### src/rtl/wd_safe_shutdown_if.sv
// wd_safe_shutdown_if: watchdog inputs and gated-amplitude outputs of the safe-shutdown block
// master drives wd_warning/wd_triggered/fault_clear/amp_target and observes the rest;
// slave (the shutdown block) drives amp_out/rf_enable/fault_latched/state_o/shutdown_count.
interface wd_safe_shutdown_if #(parameter int AMP_W = 16);
  logic             wd_warning;
  logic             wd_triggered;
  logic             fault_clear;
  logic [AMP_W-1:0] amp_target;
  logic [AMP_W-1:0] amp_out;
  logic             rf_enable;
  logic             fault_latched;
  logic [2:0]       state_o;
  logic [7:0]       shutdown_count;
  modport master(
    output wd_warning, wd_triggered, fault_clear, amp_target,
    input  amp_out, rf_enable, fault_latched, state_o, shutdown_count
  );
  modport slave(
    input  wd_warning, wd_triggered, fault_clear, amp_target,
    output amp_out, rf_enable, fault_latched, state_o, shutdown_count
  );
endinterface

### src/rtl/wd_safe_shutdown.sv
// wd_safe_shutdown: gates AM carrier amplitude from watchdog warning/trigger with soft ramps
// clk, rstn (async active-low); bus.slave carries watchdog levels, fault_clear, amp_target in
// and registered amp_out, rf_enable, fault_latched, state_o, shutdown_count out.
module wd_safe_shutdown #(
  parameter int AMP_W      = 16,
  parameter int RAMP_STEP  = 256,
  parameter int RAMP_DIV   = 4,
  parameter int WARN_SHIFT = 1
) (
  input logic clk,
  input logic rstn,
  wd_safe_shutdown_if.slave bus
);
  typedef enum logic [2:0] {RUN = 3'd0, WARN = 3'd1, RAMP_DOWN = 3'd2, MUTED = 3'd3, RAMP_UP = 3'd4} state_t;
  localparam int PW = RAMP_DIV > 1 ? $clog2(RAMP_DIV) : 1;
  localparam logic [PW-1:0] P_LAST = PW'(RAMP_DIV - 1);
  localparam logic [AMP_W:0] STEP = (AMP_W + 1)'(RAMP_STEP);
  state_t state, state_n;
  logic [PW-1:0] pre, pre_n;
  logic [AMP_W-1:0] amp, amp_n;
  logic rf, rf_n, flt, flt_n, step;
  logic [7:0] cnt, cnt_n, cnt_inc;
  logic [AMP_W:0] amp_x, tgt_x, up_sum, dn;
  // Ramp arithmetic is one bit wider so neither direction can wrap.
  assign amp_x   = {1'b0, amp};
  assign tgt_x   = {1'b0, bus.amp_target};
  assign up_sum  = amp_x + STEP;
  assign dn      = amp_x < STEP ? '0 : amp_x - STEP;
  assign step    = pre == P_LAST;
  assign cnt_inc = cnt == 8'hff ? cnt : cnt + 8'd1;
  always_comb begin
    state_n = state;
    amp_n   = amp;
    rf_n    = rf;
    flt_n   = flt;
    cnt_n   = cnt;
    case (state)
      RUN, WARN: begin
        rf_n = 1'b1;
        if (bus.wd_triggered) begin
          state_n = RAMP_DOWN;
          cnt_n   = cnt_inc;
        end else if (bus.wd_warning) begin
          state_n = WARN;
          amp_n   = bus.amp_target >> WARN_SHIFT;
        end else begin
          state_n = RUN;
          amp_n   = bus.amp_target;
        end
      end
      RAMP_DOWN: if (step) begin
        amp_n = dn[AMP_W-1:0];
        if (dn == '0) begin
          state_n = MUTED;
          rf_n    = 1'b0;
          flt_n   = 1'b1;
        end
      end
      MUTED: begin
        amp_n = '0;
        rf_n  = 1'b0;
        // A clear arriving while still triggered is dropped, not remembered.
        if (bus.fault_clear && !bus.wd_triggered) begin
          state_n = RAMP_UP;
          rf_n    = 1'b1;
          flt_n   = 1'b0;
        end
      end
      RAMP_UP: begin
        rf_n = 1'b1;
        if (bus.wd_triggered) begin
          state_n = RAMP_DOWN;
          cnt_n   = cnt_inc;
        end else if (amp_x >= tgt_x || (step && up_sum >= tgt_x)) begin
          state_n = RUN;
          amp_n   = bus.amp_target;
        end else if (step) amp_n = up_sum[AMP_W-1:0];
      end
      default: state_n = RAMP_UP;
    endcase
    pre_n = (state_n != state || step) ? '0 : pre + 1'b1;
  end
  always_ff @(posedge clk or negedge rstn)
    if (!rstn) begin
      state <= RAMP_UP;
      pre   <= '0;
      amp   <= '0;
      rf    <= 1'b0;
      flt   <= 1'b0;
      cnt   <= '0;
    end else begin
      state <= state_n;
      pre   <= pre_n;
      amp   <= amp_n;
      rf    <= rf_n;
      flt   <= flt_n;
      cnt   <= cnt_n;
    end
  assign bus.amp_out        = amp;
  assign bus.rf_enable      = rf;
  assign bus.fault_latched  = flt;
  assign bus.state_o        = state;
  assign bus.shutdown_count = cnt;
endmodule

### src/flat_wrapper.sv
// flat-port wrapper written by rule: the top's interface ports become plain ports
module wd_safe_shutdown_flat 
#(
  parameter int AMP_W      = 16,
  parameter int RAMP_STEP  = 256,
  parameter int RAMP_DIV   = 4,
  parameter int WARN_SHIFT = 1
)
  (clk, rstn, bus_wd_warning, bus_wd_triggered, bus_fault_clear, bus_amp_target, bus_amp_out, bus_rf_enable, bus_fault_latched, bus_state_o, bus_shutdown_count);
  wd_safe_shutdown_if #(.AMP_W(AMP_W)) bus_i ();
  input logic clk;
  input logic rstn;
  input wire logic [$bits(bus_i.wd_warning)-1:0] bus_wd_warning;
  input wire logic [$bits(bus_i.wd_triggered)-1:0] bus_wd_triggered;
  input wire logic [$bits(bus_i.fault_clear)-1:0] bus_fault_clear;
  input wire logic [$bits(bus_i.amp_target)-1:0] bus_amp_target;
  output wire logic [$bits(bus_i.amp_out)-1:0] bus_amp_out;
  output wire logic [$bits(bus_i.rf_enable)-1:0] bus_rf_enable;
  output wire logic [$bits(bus_i.fault_latched)-1:0] bus_fault_latched;
  output wire logic [$bits(bus_i.state_o)-1:0] bus_state_o;
  output wire logic [$bits(bus_i.shutdown_count)-1:0] bus_shutdown_count;
  assign bus_i.wd_warning = bus_wd_warning;
  assign bus_i.wd_triggered = bus_wd_triggered;
  assign bus_i.fault_clear = bus_fault_clear;
  assign bus_i.amp_target = bus_amp_target;
  assign bus_amp_out = bus_i.amp_out;
  assign bus_rf_enable = bus_i.rf_enable;
  assign bus_fault_latched = bus_i.fault_latched;
  assign bus_state_o = bus_i.state_o;
  assign bus_shutdown_count = bus_i.shutdown_count;
  wd_safe_shutdown #(.AMP_W(AMP_W), .RAMP_STEP(RAMP_STEP), .RAMP_DIV(RAMP_DIV), .WARN_SHIFT(WARN_SHIFT)) u_core (.clk(clk), .rstn(rstn), .bus(bus_i));
endmodule
### config.mk
export PLATFORM = sky130hd
export DESIGN_NAME = wd_safe_shutdown_flat
export DESIGN_NICKNAME = d
export VERILOG_FILES = /design/src/rtl/wd_safe_shutdown_if.sv /design/src/rtl/wd_safe_shutdown.sv /design/src/flat_wrapper.sv
export SDC_FILE = /design/constraint.sdc
export NUM_CORES = 1
export LEC_CHECK = 0
export CORE_ASPECT_RATIO = 2
export CORE_UTILIZATION = 50
export DETAILED_ROUTE_END_ITERATION = 10
export GPL_ROUTABILITY_DRIVEN = 0
export PLACE_DENSITY = 0.76
export SLEW_MARGIN = 15
export SYNTH_ARGS = -nofsm -noshare
export SYNTH_HDL_FRONTEND = slang
export SYNTH_SLANG_ARGS = --single-unit
### constraint.sdc
create_clock -name clk -period 5.3 [get_ports clk]
set_clock_uncertainty 0.2 [all_clocks]
set_input_delay 1.06 -clock clk [delete_from_list [all_inputs] [get_ports clk]]
set_output_delay 1.06 -clock clk [all_outputs]
set_load 0.005 [all_outputs]
==> results of run 1 <==
[state kept, by name (all words and copies together), names as in the netlist]
name	flops
u_core.pre	2
u_core.bus.fault_latched	1
u_core.bus.rf_enable	1
u_core.bus.state_o	3
u_core.bus.shutdown_count	8
u_core.bus.amp_out	16
[area by class of cell]
type	count	area (µm²)	share of cell area
sequential	31	777	0.221
tap	60	75.1	0.0214
multi-input combinational	279	1930	0.550
inverter	22	82.6	0.0235
timing repair buffer	52	513	0.146
clock inverter	2	60.1	0.0171
clock buffer	6	72.6	0.0207
[path summary, 6_finish.rpt]
| kind | startpoint | end | slack (ns) | cells after the start |
|---|---|---|---|---|
| max | bus_amp_target[10] | u_core.bus.amp_out[14]$_DFFE_PN0P_ | 1.17 | 9 |
| min | u_core.pre[0]$_DFF_PN0_ | u_core.pre[0]$_DFF_PN0_ | 0.25 | 1 |
| max reg2reg | u_core.bus.amp_out[8]$_DFFE_PN0P_ | u_core.bus.amp_out[14]$_DFFE_PN0P_ | 1.30 | 12 |
| min reg2reg | u_core.pre[0]$_DFF_PN0_ | u_core.pre[0]$_DFF_PN0_ | 0.25 | 1 |
| max in group asynchronous | rstn | u_core.bus.state_o[2]$_DFF_PN1_ | 3.62 | 2 |
| min in group asynchronous | rstn | u_core.bus.shutdown_count[7]$_DFFE_PN0P_ | 0.96 | 2 |
[worst reg2reg max path: stages, from the launching register on]
cell and delay, ns:
dfrtp_1 0.57, ha_1 0.29, and3_1 0.18, nand3_1 0.14, xnor2_1 0.18, ha_1 0.33, nand3_1 0.09, nor3_1 0.25
o211ai_1 0.13, a31oi_1 0.41, o21a_1 0.56, a2111oi_0 0.26, a2111oi_2 0.30
[placed cells by master, fill, tap and decap left out, drive strengths merged, types with 2 or more instances in the layout]
| master | Yosys | final |
|---|---|---|
| nand4 | 6 | 6 |
| a221oi | 2 | 2 |
| a22oi | 2 | 2 |
| o31ai | 9 | 9 |
| or2 | 2 | 2 |
| or3 | 3 | 3 |
| nor3 | 8 | 8 |
| a211oi | 3 | 3 |
| ha | 28 | 28 |
| nand2 | 31 | 31 |
| inv | 22 | 22 |
| xnor2 | 8 | 8 |
| nor4 | 2 | 2 |
| mux2i | 8 | 8 |
| a21o | 13 | 13 |
| and3 | 5 | 5 |
| a21oi | 34 | 34 |
| dfrtp | 30 | 30 |
| a311oi | 2 | 2 |
| o21a | 2 | 2 |
| o211ai | 3 | 3 |
| nand3 | 17 | 17 |
| o21ai | 15 | 15 |
| buf | 9 | 3 |
| xor2 | 8 | 8 |
| a2111oi | 3 | 3 |
| nor2b | 3 | 3 |
| clkdlybuf4s50 | 0 | 49 |
| nor2 | 24 | 24 |
| clkbuf | 7 | 6 |
| nand2b | 5 | 5 |
| and4 | 2 | 2 |
| and2 | 2 | 2 |
| bufinv | 0 | 2 |
| a31oi | 7 | 7 |
| a22o | 8 | 8 |
[power breakdown]
part	internal (µW)	total, µW	switching [µW]
Clock	188	287	99.3
Combinational	533	1120	589
Sequential	330	520	190
Total	1050	1930	878
[through the flow]
stage	hold WS [ns]	std cells	instance area, µm²	power, µW
6_report	0.247	452	3510	1930
5_1_grt	0.261	452	3510	2080
4_1_cts	0.248	452	3510	1930
3_5_place_dp	0.238	444	3380	1630
3_3_place_gp	0.220	444	3380	1610
2_1_floorplan	0.210	348	2870	1230
[per-layer routing]
metal,up-vias,GRT usage
li1,1366,-
met1,1391,0.272
met2,91,0.530
met3,27,0.0344
met4,0,0.186
met5,-,0
[cells by family after synthesis]
family,count (synthesis),share of synthesized area
AND/OR/NAND/NOR,116,0.206
AO/OA/AOI/OAI,110,0.265
buffers and inverters,38,0.0555
flip-flops,31,0.271
adder cells (fa/ha/maj),28,0.122
XOR/XNOR,16,0.0489
multiplexers,9,0.0319
==> flow_summary.yaml, run 1 <==
run_status:
  status: "finished, final reports clean"
logic_synthesis:
  syn_area_per_cell_um2: 8.23
  syn_nets: 397
  synth_flop_cell: "dfrtp_1"
  ys_types: 59
  synthArstFlopShare: 1.00
  yosysMostFrequentCell: "a21oi_1"
  synth_area_um2: 2870
  synth_edf_count: 0
  yosys_warnings: 0
  synth_top_area_share: 0.262
  synth_area_leader_cell: "dfrtp_1"
  synth_common_cells: "a21oi_1 (34), nand2_1 (31), dfrtp_1 (30), ha_1 (28), nor2_1 (24)"
  synthTopCellsByArea: "dfrtp_1 (26%), ha_1 (12%), a21oi_1 (5.9%)"
  ys_seq_elements: 31
  synthCells: 348
  ys_seq_area_frac: 0.271
setup_path:
  crit_type: "in -> reg"
  slowest_delay_ns: 0.64
  arrival_ns: 4.08
  critPathLaunchType: "input pin"
  cpLargestDelayFamily: "compound AO/OA/AOI/OAI gates"
  crit_path_max_fanout: 16
  cp.required_ns: 5.25
  path_cells: "clkdlybuf4s50_1, inv_1, ha_1, and4b_1, a221oi_1, a21oi_1, o21a_1, a2111oi_0, a2111oi_2"
  cp_slowest_cell: "a2111oi_0"
  critical_path_buf_inv_count: 2
  endpoint_kind: "flip-flop"
clock_network:
  cts_tree: "done"
  postCtsHoldBufs: 0
  cts_sinks: 31
  clk_pin_slew_worst_paths_ns: 0.07
  cts-buffers-inserted: 5
  post_cts_buffers: 0
  worstSkewPairLatency_ns: 0.30
  cts-htree-levels: 2
  cts-root-buf: "clkbuf_8"
  cts_resized: 0
  clk_path_buf_depth: 2
global_route:
  grt_max_degree: 32
  antenna_found_initial: 0
  grtUsageTotal: 0.277
  overflow: 0
  grt_pass1_wl_mm: 13.1
  grt_pass1_vias: 2853
pwr:
  p_per_area_nw_per_um2: 550
  ir_drop_mv: 0.413
  p_leak_uw: 0.00161
layout:
  fillers: 507
  antenna_cells: 0
  drive_gt1_frac: 0.0510
  area_growth_syn_to_layout_pct: 22.5
  layout.nets: 440
  final_util: 0.642
routing:
  drc: 0
  num_vias: 2875
  routedWlPerCell_um: 17.8
  met3_wirelength_um: 303
  antenna_left: 0
  routed-wl-met2_mm: 4.42
  wl_met1_mm: 2.91
  vias_per_cell: 6.36
  dr.pass1.iters: 4
  drt-initial-drc-count: 93
  wirelength_mm: 8.04
  top_layer_used: "met4"
sta:
  finalWorstSetupSlack_ns: 1.17
  final-setup-viol-count: 0
  tightestPinTransition_ns: 1.11
  tns_ns: 0
  rsz0062_at_grt: "false"
  final-hold-violation-count: 0
  finalMaxSlewViolations: 0
  slew_headroom: 0.260
  fin_crit_ns: 4.13
  min_period_over_period: 0.779
  max_freq_ghz: 0.242
place:
  place_ws_ns: 0.932
  dpl.hpwl_mm: 6.16
  port_buffers: 49
die:
  die_h_um: 109
  dieArea_um2: 6060
  core_area_um2: 5470
  ios: 50
  die_x_um: 55.5
  initial_core_util: 0.524
  placement_rows: 38
hold_path:
  hp-class: "reg -> reg"
flow_run:
  drv_cap: 0
Note: power is estimated with default switching activity, not from simulation.
==> run 2, diff against run 1 <==
CORE_UTILIZATION = 49   (was 50)
PLACE_DENSITY = 0.78   (was 0.76)
clock period = 3.4 ns   (was 5.3 ns; I/O delays follow)
==> flow_summary.yaml, run 2 (synthesis gave the netlist of run 1 again) <==
clock_network:
  cts-root-buf: "clkbuf_16"
  cts-htree-levels: 2
  cts-buffers-inserted: 5
  clk_pin_slew_worst_paths_ns: 0.05
  clk_path_buf_depth: 2
  cts_sinks: 31
  postCtsHoldBufs: 0
  worstSkewPairLatency_ns: 0.28
  cts_tree: "done"
global_route:
  grt_max_degree: 32
  overflow: 0
  grt_pass1_vias: 3151
  grtUsageTotal: 0.313
  antenna_found_initial: 0
  grt_pass1_wl_mm: 14.9
layout:
  mostFrequentLayoutCells: "buf_4 (54), clkdlybuf4s50_1 (49), a21oi_1 (34), nand2_1 (31), dfrtp_1 (29)"
  multi_input_area_um2: 2060
  drive_gt1_frac: 0.214
  layout.nets: 496
  regArea_um2: 778
  layout_commonest_cell: "buf_4"
  largest_register_ffs: 16
  fillers: 406
  final_util: 0.727
  final_cell_count_no_fill: 509
  area_growth_syn_to_layout_pct: 43.6
  antenna_cells: 0
routing:
  vias_per_cell: 6.33
  num_vias: 3220
  drt-initial-drc-count: 148
  wirelength_mm: 9.79
  drc: 0
  dr.pass1.iters: 6
  antenna_left: 0
  routedWlPerCell_um: 19.2
setup_path:
  cp_common_cell: "buf_4"
  arrival_ns: 3.44
  path_cells: "ha_2, buf_4, nand3_1, xnor2_2, ha_1, a21oi_1, o21ai_1, a221oi_2, a31oi_2, buf_4, or2_4, a21o_4, a22o_1"
  endpoint_kind: "flip-flop"
  cp.required_ns: 3.37
  crit_path_max_fanout: 8
  critPathLaunchType: "flip-flop"
  slowest_delay_ns: 0.46
  crit_type: "reg -> reg"
  cp_slowest_cell: "dfrtp_1"
die:
  core_area_um2: 5660
  ios: 50
  initial_core_util: 0.506
  die_x_um: 56.1
  placement_rows: 39
  die_h_um: 110
  dieArea_um2: 6180
pwr:
  ir_drop_mv: 0.631
  clkPwrFrac: 0.136
  switching_share: 0.451
  p_sw_uw: 1600
  p_seq_frac: 0.204
  p_leak_uw: 0.00193
  p_per_area_nw_per_um2: 862
  p_int_uw: 1950
  combinationalPowerShare: 0.660
sta:
  slew_headroom: 0.589
  rsz0062_at_grt: "true"
  min_period_over_period: 1.02
  finalMaxSlewViolations: 0
  final-hold-violation-count: 0
  fin_crit_ns: 3.48
  finalWorstSetupSlack_ns: -0.0752
  final-setup-viol-count: 11
  whs_ns: 0.232
  tns_ns: -0.552
  max_freq_ghz: 0.288
  tightestPinTransition_ns: 0.611
flow_run:
  drv_cap: 0
hold_path:
  hp-class: "reg -> reg"
place:
  dp.cells: 496
  place_ws_ns: -0.262
  dpl.hpwl_mm: 7.19
  port_buffers: 49
run_status:
  violations: "setup timing"
  status: "finished, violations left"
[run 2: cell types whose count changed in the layout (fill, tap and decap cells not counted), moves of 2 or more]
cell | previous run | this run
nor2_2 | 0 | 2
clkbuf_8 | 5 | 2
nand3_2 | 0 | 2
buf_6 | 0 | 3
a2111oi_0 | 2 | 0
bufinv_16 | 2 | 0
ha_1 | 28 | 26
buf_4 | 3 | 54
a2111oi_4 | 0 | 2
clkbuf_16 | 0 | 5
nor2_1 | 24 | 22
nand3_1 | 17 | 14
[run 2: power groups by stage]
stage | logic, µW | registers [µW] | clock network, µW
6_report | 2340 | 724 | 483
5_1_grt | 2530 | 742 | 504
4_1_cts | 2150 | 709 | 479
3_5_place_dp | 2080 | 716 | 0
3_3_place_gp | 2000 | 712 | 0
2_1_floorplan | 1240 | 678 | 0
[run 2: worst paths after layout]
path / startpoint / cells past startpoint / slack, ns / endpoint
worst max-delay path: u_core.bus.amp_out[9]$_DFFE_PN0P_ / 13 / -0.08 / u_core.bus.amp_out[7]$_DFFE_PN0P_
worst min-delay path: u_core.pre[0]$_DFF_PN0_ / 1 / 0.23 / u_core.pre[0]$_DFF_PN0_
worst max register to register: u_core.bus.amp_out[9]$_DFFE_PN0P_ / 13 / -0.08 / u_core.bus.amp_out[7]$_DFFE_PN0P_
worst min register to register: u_core.pre[0]$_DFF_PN0_ / 1 / 0.23 / u_core.pre[0]$_DFF_PN0_
max in group asynchronous: rstn / 2 / 2.04 / u_core.bus.amp_out[8]$_DFFE_PN0P_
min in group asynchronous: rstn / 2 / 0.60 / u_core.bus.fault_latched$_DFFE_PN0P_
[run 2: through the flow]
stage	area (µm²)	power [µW]
floorplan	2870	1920
global placement	3770	2710
detailed placement	3770	2800
CTS	3970	3330
global route	4120	3770
finish	4120	3550
[run 2: layout make-up]
class / count / share of cell area
sequential: 31 / 0.189
multi-input combinational: 279 / 0.501
clock inverter: 1 / 0.00182
timing repair buffer: 108 / 0.232
tap: 61 / 0.0185
clock buffer: 7 / 0.0371
inverter: 22 / 0.0201
[run 2: timing repair]
action                                  in CTS  in global routing
pin swaps                                    3                 12
gates resized for setup                      4                 26
endpoints found under the setup margin      15                 18
setup buffers                                2                  2
gates cloned                                 0                  1
[run 2: routing by layer]
metal  share of wire  global-route usage  up-vias
met4           0.076               0.260        0
met2            0.53               0.566      170
met3           0.062              0.0467       60
li1                -                   -     1484
met1            0.33               0.310     1506
met5               0                   0        -
[run 2: worst max-delay path: cells and delay by family, from the launching register on]
kind	cells	cell delay, ns
AO/OA/AOI/OAI	6	1.36
adder cells (fa/ha/maj)	2	0.53
flip-flops	1	0.46
AND/OR/NAND/NOR	2	0.35
buffers and inverters	2	0.28
XOR/XNOR	1	0.17
==> run 3, diff against run 2 <==
PLACE_DENSITY = default   (was 0.78)
PLACE_DENSITY_LB_ADDON = 0.15   (was default)
==> flow_summary.yaml, run 3 (synthesis gave the netlist of run 1 again) <==
run_status:
  status: "finished, final reports clean"
sta:
  final-setup-viol-count: 0
  slew_headroom: 0.593
  rsz0062_at_grt: "true"
  fin_crit_ns: 3.35
  tns_ns: 0
  max_freq_ghz: 0.298
  min_period_over_period: 0.986
  final-hold-violation-count: 0
  finalWorstSetupSlack_ns: 0.0488
  tightestPinTransition_ns: 0.604
  finalMaxSlewViolations: 0
layout:
  final_cell_count_no_fill: 510
  drive_gt1_frac: 0.205
  layout.nets: 497
  final_util: 0.716
  largest_register_ffs: 16
  antenna_cells: 0
  layout_commonest_cell: "buf_4"
  area_growth_syn_to_layout_pct: 41.4
  mostFrequentLayoutCells: "buf_4 (57), clkdlybuf4s50_1 (49), a21oi_1 (34), nand2_1 (31), dfrtp_1 (29)"
routing:
  wirelength_mm: 9.17
  dr.pass1.iters: 5
  vias_per_cell: 6.24
  drt-initial-drc-count: 146
  drc: 0
  num_vias: 3182
  routedWlPerCell_um: 18.0
  antenna_left: 0
clock_network:
  cts_sinks: 31
  cts-buffers-inserted: 5
  clk_pin_slew_worst_paths_ns: 0.06
  worstSkewPairLatency_ns: 0.28
  clk_path_buf_depth: 2
  cts_tree: "done"
  cts-htree-levels: 2
  cts-root-buf: "clkbuf_16"
setup_path:
  cp.required_ns: 3.35
  ff2ff_path_depth: 13
  arrival_ns: 3.30
  crit_path_max_fanout: 4
  critPathLaunchType: "flip-flop"
  r2r_end: "u_core.bus.amp_out[14]$_DFFE_PN0P_"
  crit_type: "reg -> reg"
  endpoint_kind: "flip-flop"
  critPathLaunch: "u_core.bus.amp_out[8]$_DFFE_PN0P_"
  rr_startpoint: "u_core.bus.amp_out[8]$_DFFE_PN0P_"
  regToRegSetupSlack_ns: 0.05
hold_path:
  hp-start: "u_core.pre[0]$_DFF_PN0_"
  hp-class: "reg -> reg"
  min_to: "u_core.pre[0]$_DFF_PN0_"
  worstHoldPathCells: 1
global_route:
  grt_pass1_vias: 3183
  antenna_found_initial: 0
  grtUsageTotal: 0.304
  grt_max_degree: 32
  overflow: 0
  grt_pass1_wl_mm: 14.6
die:
  die_h_um: 110
  ios: 50
  dieArea_um2: 6180
  core_area_um2: 5660
  initial_core_util: 0.506
  die_x_um: 56.1
  placement_rows: 39
pwr:
  p_leak_uw: 0.00192
  p_per_area_nw_per_um2: 846
  power.total_uw: 3430
  ir_drop_mv: 0.608
place:
  dp.cells: 499
  port_buffers: 49
  dpl.hpwl_mm: 7.09
  place_ws_ns: -0.241
flow_run:
  drv_cap: 0
==> run 3: how the worst max path moves through the flow <==
stage                     cells after the start  slack [ns]                            endpoint
after global routing                         13       -0.03  u_core.bus.amp_out[14]$_DFFE_PN0P_
after detailed placement                     11       -0.24   u_core.bus.amp_out[7]$_DFFE_PN0P_
final                                        13        0.05  u_core.bus.amp_out[14]$_DFFE_PN0P_
after global placement                       11       -0.14  u_core.bus.amp_out[14]$_DFFE_PN0P_
after floorplan                              12        0.19  u_core.bus.amp_out[14]$_DFFE_PN0P_
after CTS                                    13        0.01  u_core.bus.amp_out[14]$_DFFE_PN0P_
==> run 3: layer usage <==
metal / vias up / GRT usage / wire length (µm)
met3: 52 / 0.0467 / 484
met2: 127 / 0.553 / 4820
met1: 1517 / 0.300 / 3190
li1: 1486 / - / -
met5: - / 0 / 0
met4: 0 / 0.247 / 679
==> run 3: final cells by class <==
type / instances / area, µm²
clock inverter: 1 / 7.51
sequential: 31 / 778
inverter: 22 / 82.6
clock buffer: 7 / 153
fill: 467 / 1610
tap: 61 / 76.3
multi-input combinational: 279 / 2000
timing repair buffer: 109 / 955
==> run 3: power breakdown <==
group	internal (µW)	total [µW]	switching, µW
clock	311	481	170
combinational	1090	2250	1160
sequential	520	695	176
total	1920	3430	1510
==> run 3: repair_timing <==
item | CTS | global route
setup endpoints to repair | 2 | 17
hold endpoints to repair | 0 | 0
pin swaps | 1 | 7
hold buffers | 0 | 0
cloned | 0 | 1
setup buffers | 0 | 2
gates resized for setup | 1 | 18
==> run 3: worst max-delay path, cell delays in order, from the launching register on <==
cell       delay [ns]
dfrtp_1          0.43
ha_2             0.22
and3_1           0.20
nand3_2          0.12
xnor2_1          0.15
ha_1             0.31
a21o_1           0.17
a21o_1           0.18
a221oi_2         0.21
a31oi_2          0.15
o21a_2           0.28
a2111oi_2        0.39
buf_4            0.17
a2111oi_2        0.04
==> run 3: stage by stage <==
step / area [µm²] / hold slack, ns
after floorplan: 2870 / 0.184
after global placement: 3800 / 0.220
after detailed placement: 3800 / 0.237
after CTS: 3960 / 0.244
after global routing: 4050 / 0.258
final: 4050 / 0.242
